$ cat src/rtl/wta_pkg.sv
// Shared types and helpers for the winner-take-all round scheduler.
package wta_pkg;
  localparam int N_CH_DEF = 8;
  localparam int KW_DEF   = 4;

  typedef enum logic [1:0] {S_IDLE, S_CLEAR, S_RUN, S_DONE} state_e;

  // Out-of-range k (zero or wider than the channel count) means "wait for all channels".
  function automatic int unsigned k_clamp(input int unsigned k, input int unsigned n);
    return (k == 0 || k > n) ? n : k;
  endfunction
endpackage

$ cat src/rtl/wta_popcount.sv
// Combinational population count of an N_CH-bit vector.
module wta_popcount
  import wta_pkg::*;
#(
  parameter int N_CH = N_CH_DEF,
  parameter int KW   = KW_DEF
) (
  input  logic [N_CH-1:0] vec_i,
  output logic [KW-1:0]   cnt_o
);
  always_comb begin
    cnt_o = '0;
    for (int i = 0; i < N_CH; i++) cnt_o = cnt_o + KW'(vec_i[i]);
  end
endmodule

$ cat src/rtl/wta_round_sched.sv
// One inference round: clear the front end, track first and k-nearest fallers,
// bound the round by a timeout, then hand the result over valid/ready.
module wta_round_sched
  import wta_pkg::*;
#(
  parameter int N_CH    = N_CH_DEF,
  parameter int KW      = KW_DEF,
  parameter int TMO_W   = 16,
  parameter int TIMEOUT = 1000
) (
  input  logic            clk,
  input  logic            rst,
  input  logic            i_start,
  input  logic            i_abort,
  input  logic [KW-1:0]   i_k,
  input  logic [N_CH-1:0] i_fall,
  input  logic            i_ready,
  output logic            o_clr,
  output logic            o_busy,
  output logic            o_valid,
  output logic [N_CH-1:0] o_nn,
  output logic [N_CH-1:0] o_knn,
  output logic [KW-1:0]   o_count,
  output logic            o_timeout
);
  state_e            state_q;
  logic [N_CH-1:0]   seen_q, seen_d, new_fall;
  logic [KW-1:0]     k_q, cnt_d;
  logic [TMO_W-1:0]  timer_q;
  logic              clr_q, busy_q, valid_q, tmo_q;
  logic [N_CH-1:0]   nn_q, knn_q;
  logic [KW-1:0]     count_q;

  // Only first falls of a channel count; repeats are masked by the seen set.
  assign new_fall = i_fall & ~seen_q;
  assign seen_d   = seen_q | new_fall;

  wta_popcount #(.N_CH(N_CH), .KW(KW)) u_pop (
    .vec_i (seen_d),
    .cnt_o (cnt_d)
  );

  always_ff @(posedge clk) begin
    if (rst) begin
      state_q <= S_IDLE;
      seen_q  <= '0;
      k_q     <= '0;
      timer_q <= '0;
      clr_q   <= 1'b0;
      busy_q  <= 1'b0;
      valid_q <= 1'b0;
      tmo_q   <= 1'b0;
      nn_q    <= '0;
      knn_q   <= '0;
      count_q <= '0;
    end else begin
      case (state_q)
        S_IDLE: begin
          clr_q <= 1'b0;
          if (i_start) begin
            k_q     <= KW'(k_clamp(32'(i_k), 32'(N_CH)));
            clr_q   <= 1'b1;
            busy_q  <= 1'b1;
            state_q <= S_CLEAR;
          end
        end
        S_CLEAR: begin
          clr_q <= 1'b0;
          if (i_abort) begin
            busy_q  <= 1'b0;
            state_q <= S_IDLE;
          end else begin
            seen_q  <= '0;
            timer_q <= '0;
            nn_q    <= '0;
            knn_q   <= '0;
            count_q <= '0;
            tmo_q   <= 1'b0;
            state_q <= S_RUN;
          end
        end
        S_RUN: begin
          if (i_abort) begin
            busy_q  <= 1'b0;
            state_q <= S_IDLE;
          end else begin
            seen_q  <= seen_d;
            timer_q <= timer_q + 1'b1;
            if (seen_q == '0 && new_fall != '0) nn_q <= new_fall;
            // k reached takes precedence over a coincident timeout.
            if (cnt_d >= k_q) begin
              knn_q   <= seen_d;
              count_q <= cnt_d;
              tmo_q   <= 1'b0;
              valid_q <= 1'b1;
              state_q <= S_DONE;
            end else if (timer_q == TMO_W'(TIMEOUT - 1)) begin
              knn_q   <= seen_d;
              count_q <= cnt_d;
              tmo_q   <= 1'b1;
              valid_q <= 1'b1;
              state_q <= S_DONE;
            end
          end
        end
        S_DONE: begin
          if (i_ready) begin
            valid_q <= 1'b0;
            busy_q  <= 1'b0;
            state_q <= S_IDLE;
          end
        end
        default: state_q <= S_IDLE;
      endcase
    end
  end

  assign o_clr     = clr_q;
  assign o_busy    = busy_q;
  assign o_valid   = valid_q;
  assign o_nn      = nn_q;
  assign o_knn     = knn_q;
  assign o_count   = count_q;
  assign o_timeout = tmo_q;
endmodule

$ cat config.mk
export PLATFORM = sky130hd
export DESIGN_NAME = wta_round_sched
export DESIGN_NICKNAME = d
export VERILOG_FILES = /design/src/rtl/wta_pkg.sv /design/src/rtl/wta_popcount.sv /design/src/rtl/wta_round_sched.sv
export SDC_FILE = /design/constraint.sdc
export NUM_CORES = 1
export LEC_CHECK = 0
export CORE_MARGIN = 5
export CORE_UTILIZATION = 35
export DETAILED_ROUTE_END_ITERATION = 16
export PLACE_DENSITY_LB_ADDON = 0.3
export SETUP_SLACK_MARGIN = 0.3
export SLEW_MARGIN = 20
export SYNTH_ARGS = -nofsm -noshare
export SYNTH_HDL_FRONTEND = slang
export SYNTH_SLANG_ARGS = --single-unit
export TNS_END_PERCENT = 10
$ cat constraint.sdc
create_clock -name clk -period 9.4 [get_ports clk]
set_input_delay 2.35 -clock clk [delete_from_list [all_inputs] [get_ports clk]]
set_output_delay 2.35 -clock clk [all_outputs]
set_load 0.1 [all_outputs]
### Yosys cells after proc, flatten, opt, wreduce, memory -nomap -nowiden

Cells that the tools add are included.

* bitwise logic cells: 3
* reductions and logical operators: 17
* equal/unequal tests: 12
* mux-type cells: 40
* magnitude comparators: 2
* add/subtract/negate cells: 8

Operators by type and width (number)
* 8-bit two-way mux: 7
* 8-bit case mux with 2 select lines: 3
* 16-bit two-way mux: 2
* 16-bit case mux with 2 select lines: 1
* 4-bit by 1-bit adder with 4-bit output: 6
* 4-bit two-way mux: 5
* 16-bit by 1-bit adder with 16-bit output, second input constant: 1
* 16-bit by 10-bit == test with 1-bit output, second input constant: 1
* 2-bit two-way mux: 6
* 4-bit AND reduction: 3
* 1-bit two-way mux: 10
* 2-bit != test, second input constant: 5
* 3-bit AND reduction: 3
* 8-bit AND: 1
* 8-bit logical NOT: 1
* 8-bit NOT: 1
* 8-bit OR: 1
* 2-bit case mux with 4 select lines: 1
* 4-bit case mux with 2 select lines: 1
* 8-bit nonzero test: 1
* 1-bit case mux with 2 select lines: 3
* 2-bit nonzero test: 3
* 2-bit == test, second input constant: 2
* 4-bit >= comparator: 1
* 13 further kinds: 13

* logic and storage cells: 93
* register bits: 54
* input bits: 17
* output and inout bits: 24

### Logic depth before layout (Yosys ltp)

* word-level depth: 14
* depth in mapped cells: 16
* mapped depth without buffers: 15

### Modules after synthesis

Synthesis repeated with hierarchy kept, for this count alone.

* cell total of the unflattened synthesis: 336
* area total of the unflattened synthesis: 2815.2 µm²

Modules (own cells, without submodules)
* wta_round_sched: cells an instance 318, area each 2647.5 µm², instances 1, seq. area each 1081.0 µm²
* wta_popcount: cells an instance 18, area each 167.7 µm², instances 1, seq. area each 0.0 µm²

### Worst setup path before layout

Ideal clock, no wire load.

* kind: input -> register
* start: input i_fall[1]
* end: register state_q[1]
* path slack: 3.188 ns
* data required time: 9.279 ns
* path buffers: 0
* arrival: 6.092 ns
* library setup time: 0.121 ns
* cell stages on the path: 13
* cell sequence: or2_2 -> ha_1 -> fa_1 -> inv_1 -> fa_1 -> inv_1 -> fa_1 -> fa_1 -> ha_1 -> a2111oi_4 -> o21ai_2 -> o21ai_1 -> mux2_2

* longest elaborated chain between the ends: 13
* elaborated cells on any way between the ends: 15
* those cells by class: add/sub: 7; order compare: 1; eq/ne: 1; mux: 3; bitwise: 2; reduce/logical: 1

RTL lines
* from (decl): RTL line wta_round_sched.sv:16 `input logic [N_CH-1:0] i_fall,`
* 8-bit AND (*): RTL line wta_round_sched.sv:35 `assign new_fall = i_fall & ~seen_q;`
* 8-bit OR (*): RTL line wta_round_sched.sv:36 `assign seen_d = seen_q | new_fall;`
* 1-bit by 1-bit adder with 2-bit output (*): RTL line wta_popcount.sv:13 `for (int i = 0; i < N_CH; i++) cnt_o = cnt_o + KW'(vec_i[i]);`
* 4-bit by 1-bit adder with 4-bit output (*) (6 in series): RTL line wta_popcount.sv:13
* 4-bit >= comparator (*): RTL line wta_round_sched.sv:91 `if (cnt_d >= k_q) begin`
* 2-bit two-way mux: RTL line wta_round_sched.sv:91
* 2-bit two-way mux: RTL line wta_round_sched.sv:83 `if (i_abort) begin`
* 2-bit case mux with 4 select lines: RTL line wta_round_sched.sv:57 `case (state_q)`
* to (signal assigned): RTL line wta_round_sched.sv:64 `state_q <= S_CLEAR;`
* to (signal assigned): RTL line wta_round_sched.sv:85 `state_q <= S_IDLE;`
* to (signal assigned): RTL line wta_round_sched.sv:96 `state_q <= S_DONE;`
* to (decl): RTL line wta_round_sched.sv:26 `state_e state_q;`

Every way passes the cells marked *; elsewhere a longest branch is shown, timed or not.
A chain may end at the register's enable or synchronous reset.

### Final worst setup path

* start: input i_fall[1]
* end: register knn_q[0], in the netlist o_knn[0]

* longest elaborated chain between the ends: 13
* elaborated cells on any way between the ends: 15
* those cells by class: add/sub: 7; order compare: 1; eq/ne: 1; mux: 3; bitwise: 2; reduce/logical: 1

RTL lines
* 8-bit AND (*): RTL line wta_round_sched.sv:35
* 8-bit OR (*): RTL line wta_round_sched.sv:36
* 1-bit by 1-bit adder with 2-bit output (*): RTL line wta_popcount.sv:13
* 4-bit by 1-bit adder with 4-bit output (*) (6 in series): RTL line wta_popcount.sv:13
* 4-bit >= comparator (*): RTL line wta_round_sched.sv:91
* 8-bit two-way mux: RTL line wta_round_sched.sv:91
* 8-bit two-way mux: RTL line wta_round_sched.sv:83
* 8-bit case mux with 2 select lines: RTL line wta_round_sched.sv:57
* to (signal assigned): RTL line wta_round_sched.sv:92 `knn_q <= seen_d;`
* to (signal assigned): RTL line wta_round_sched.sv:98 `knn_q <= seen_d;`
* to (decl): RTL line wta_round_sched.sv:31 `logic [N_CH-1:0] nn_q, knn_q;`

Every way passes the cells marked *; elsewhere a longest branch is shown, timed or not. The select of a mux whose other input is x is not followed.

==> run metrics <==
status completed; Reg power frac 44.9%; Relative slew margins 34.3%; CTS Buffer Depth 2; sequential share of the synthesized area 42.6%; Post-Place Setup Slack 2.30 ns; CP max FO 13; Final TNS setup 0 ns; n_diodes 0; crit start category primary input; design area 0.00316 sq mm; RSZ-0062 raised after global routing no; Peak VDD IR 0.0748 mV; DRT iter0 DRCs 127; wire length per cell 13.7 microns; Cell Area, Placed 0.00302 sq mm; routed vias about 2000; H-tree depth 2; Synth Area in Adders 9.08%; cell taking the most area after synthesis dfxtp_1; antenna violations before repair 0; Post-Synth XOR/XNOR Area 3.80%; Final Setup Violations 0; Leak Pwr 1.15 nW; Synth top area share 42.6%; main combinational cell family by area after synthesis simple AND/OR/NAND/NOR gates; Rows 31; synth unique cells 46; # nets final 343; worst setup margin 2.63 ns; Power Total 0.520 mW; Pint roughly 0.38 mW; CTS resizes 0; area of the multi-input gates 0.00136 sq mm; Syn Std Cell Area 0.00254 sq mm; hold crit path type flop to flop; layout cells sized above 1 7.40%; worst path arrival time ~7.0 ns; Syn Nets 304; P_sw 0.137 mW; starting density of the core 35.5%; GRT Util Overall roughly an eighth; CTS root buf clkbuf_8; # IOs 41; final wirelength 5620 microns; Slew @ Worst Pin 0.983 ns; area taken by flip-flops and latches 0.00108 sq mm; leading cell type in the layout, fill and taps excluded dfxtp_1; yosys warns 0; worst skew pair latency 0.31 ns; simple-gate share of the synthesized area between 20% and 30%; switching share of power 26.4%; CTS Buf Count 5; Post-Syn Instances between 200 and 300; die width 95.1 microns; Synth Register Bits 54; largest net degree at the start of global routing 23; Crit Path Class primary input to flop; GPL Wtd Cong 0.800; Non-Filler Instances 410; Fmax achieved ~0.15 GHz; dpl cells between 400 and 500; grt total ovfl 0; Max Cap Viol 0; Clock power frac 36.6%; post-CTS setup repair buffer count 0; Hold Vio Cnt, Final 0; Max Slew Vio Count 0; fin crit share 72.0%; Clock Skews 0.00624 ns; CTS tree done; DRC violations left 0; Clk pin slew, worst setup/hold paths 0.09 ns; Die Ht about 95 microns; Layout area overhead 24.8%; clk sink count 54; Core ar. 0.00714 sq mm; vias in the first global route 1920; Compound-Gate Fraction of Synth Area 17.9%; critical path endpoint category flop; vias per cell 4.94; Hold-fix buffers, CTS 0; Area contributors post-synth dfxtp_1 (43%), ha_1 (5.9%), nor2_1 (5.0%); HPWL after detailed placement 4180 microns; DIE AREA slightly above 0.009 sq mm; TritonRoute pass-1 iters 4; most frequent cells in the layout dfxtp_1 (54), clkdlybuf4s50_1 (40), nor2_1 (34), a21oi_1 (19); Fillers 700; mux cell area share after synthesis less than 1%; Comb power frac 18.5%; minimum clock period 6.77 ns; number of port buffers 40; pwr/cell area 164 mW/mm^2; Post-DRT Antenna Nets 0; CP required 9.65 ns; first-pass GRT wire length 9400 microns; Synth Area per Inst between 9 and 10 sq um
-- cell type report --
type                            count  share of cell area (%)
Clock buffer                        6                    2.61
Timing Repair Buffer               41                    12.9
Multi-Input combinational cell    196                    43.1
Clock inverter                      2                    1.90
Tap cell                           99                    3.91
Inverter                           12                    1.42
Sequential cell                    54                    34.2
-- cells in the mapped netlist (all sizes together) --
| library cell | number |
|---|---|
| buf | 5 |
| nand2 | 11 |
| a22oi | 1 |
| a21o | 1 |
| clkbuf | 4 |
| o21a | 1 |
| xor2 | 7 |
| nand3b | 3 |
| nand2b | 6 |
| and2 | 2 |
| o2bb2ai | 4 |
| nor3 | 11 |
| nand4b | 1 |
| dfxtp | 54 |
| o21bai | 2 |
| a211oi | 3 |
| mux2i | 1 |
| a21oi | 19 |
| nand3 | 9 |
| o21ba | 1 |
| nor2b | 11 |
| o22ai | 1 |
| o21ai | 6 |
| xnor2 | 4 |
| ha | 12 |
| inv | 12 |
| nor4 | 6 |
| nor2 | 34 |
| and4 | 1 |
| o211ai | 1 |
| nor3b | 3 |
| or3 | 1 |
| a2111oi | 1 |
| mux2 | 1 |
| fa | 4 |
| nand4 | 2 |
| a22o | 8 |
| or2 | 6 |
| and3 | 1 |
| a21boi | 1 |
| a32o | 9 |
-- kinds of logic (layout without fill, tap and decap cells) --
| logic type | count (synthesis) | after routing |
|---|---|---|
| simple gates | 108 | 108 |
| compound gates | 59 | 59 |
| flops | 54 | 54 |
| buf+inv | 21 | 61 |
| fa+ha+maj | 16 | 16 |
| xor+xnor | 11 | 11 |
| mux | 2 | 2 |
-- registers in the layout (all words and copies together) (netlist names) --
register   count
timer_q       16
state_q        2
o_timeout      1
o_busy         1
o_valid        1
o_knn          8
o_count        4
o_clr          1
k_q            4
o_nn           8
seen_q         8
-- metal layers --
layer	routed length [microns]	GRT usage, %	vias to the layer above
li1	-	-	1037
met5	0	0	-
met3	234	3.39	7
met2	2460	18.9	38
met4	76	4.33	0
met1	2850	18.9	943
-- stage by stage --
| stage | hold slack [ns] | util, % |
|---|---|---|
| final | 0.474 | 44.3 |
| after global routing | 0.486 | 44.3 |
| after floorplan | 0.446 | - |
| after CTS | 0.480 | 44.3 |
| after global placement | 0.457 | 42.3 |
| after detailed placement | 0.449 | 42.3 |
-- power groups by stage --
stage	sequential [mW]	combinational [mW]	clock, mW
finish	0.234	0.0959	0.190
floorplan	0.248	0.0642	0
global route	0.234	0.106	0.203
global placement	0.239	0.0944	0
detailed placement	0.239	0.0968	0
CTS	0.234	0.0972	0.197
-- critical path, cell delays in order --
cell and delay, ns:
clkdlybuf4s50_1 0.43, or2_2 0.32, ha_1 0.31, fa_1 0.48, inv_1 0.05, fa_1 0.49
inv_1 0.04, fa_1 0.39, fa_1 0.39, xor2_1 0.20, ha_1 0.27, o21a_1 0.17
nor2_1 0.17, o21ai_2 0.20, o21ai_2 0.53, a32o_1 0.20
-- path summary, 6_finish.rpt --
check	start	end	slack, ns	cells past startpoint
worst min-delay path	o_knn[6]$_SDFFE_PP0P_	o_knn[6]$_SDFFE_PP0P_	0.47	1
worst max register to register	seen_q[1]$_SDFFE_PP0P_	o_knn[0]$_SDFFE_PP0P_	4.75	15
worst max-delay path	i_fall[1]	o_knn[0]$_SDFFE_PP0P_	2.63	16
worst min register to register	o_knn[6]$_SDFFE_PP0P_	o_knn[6]$_SDFFE_PP0P_	0.47	1
Note: power is estimated with default switching activity, not from simulation.
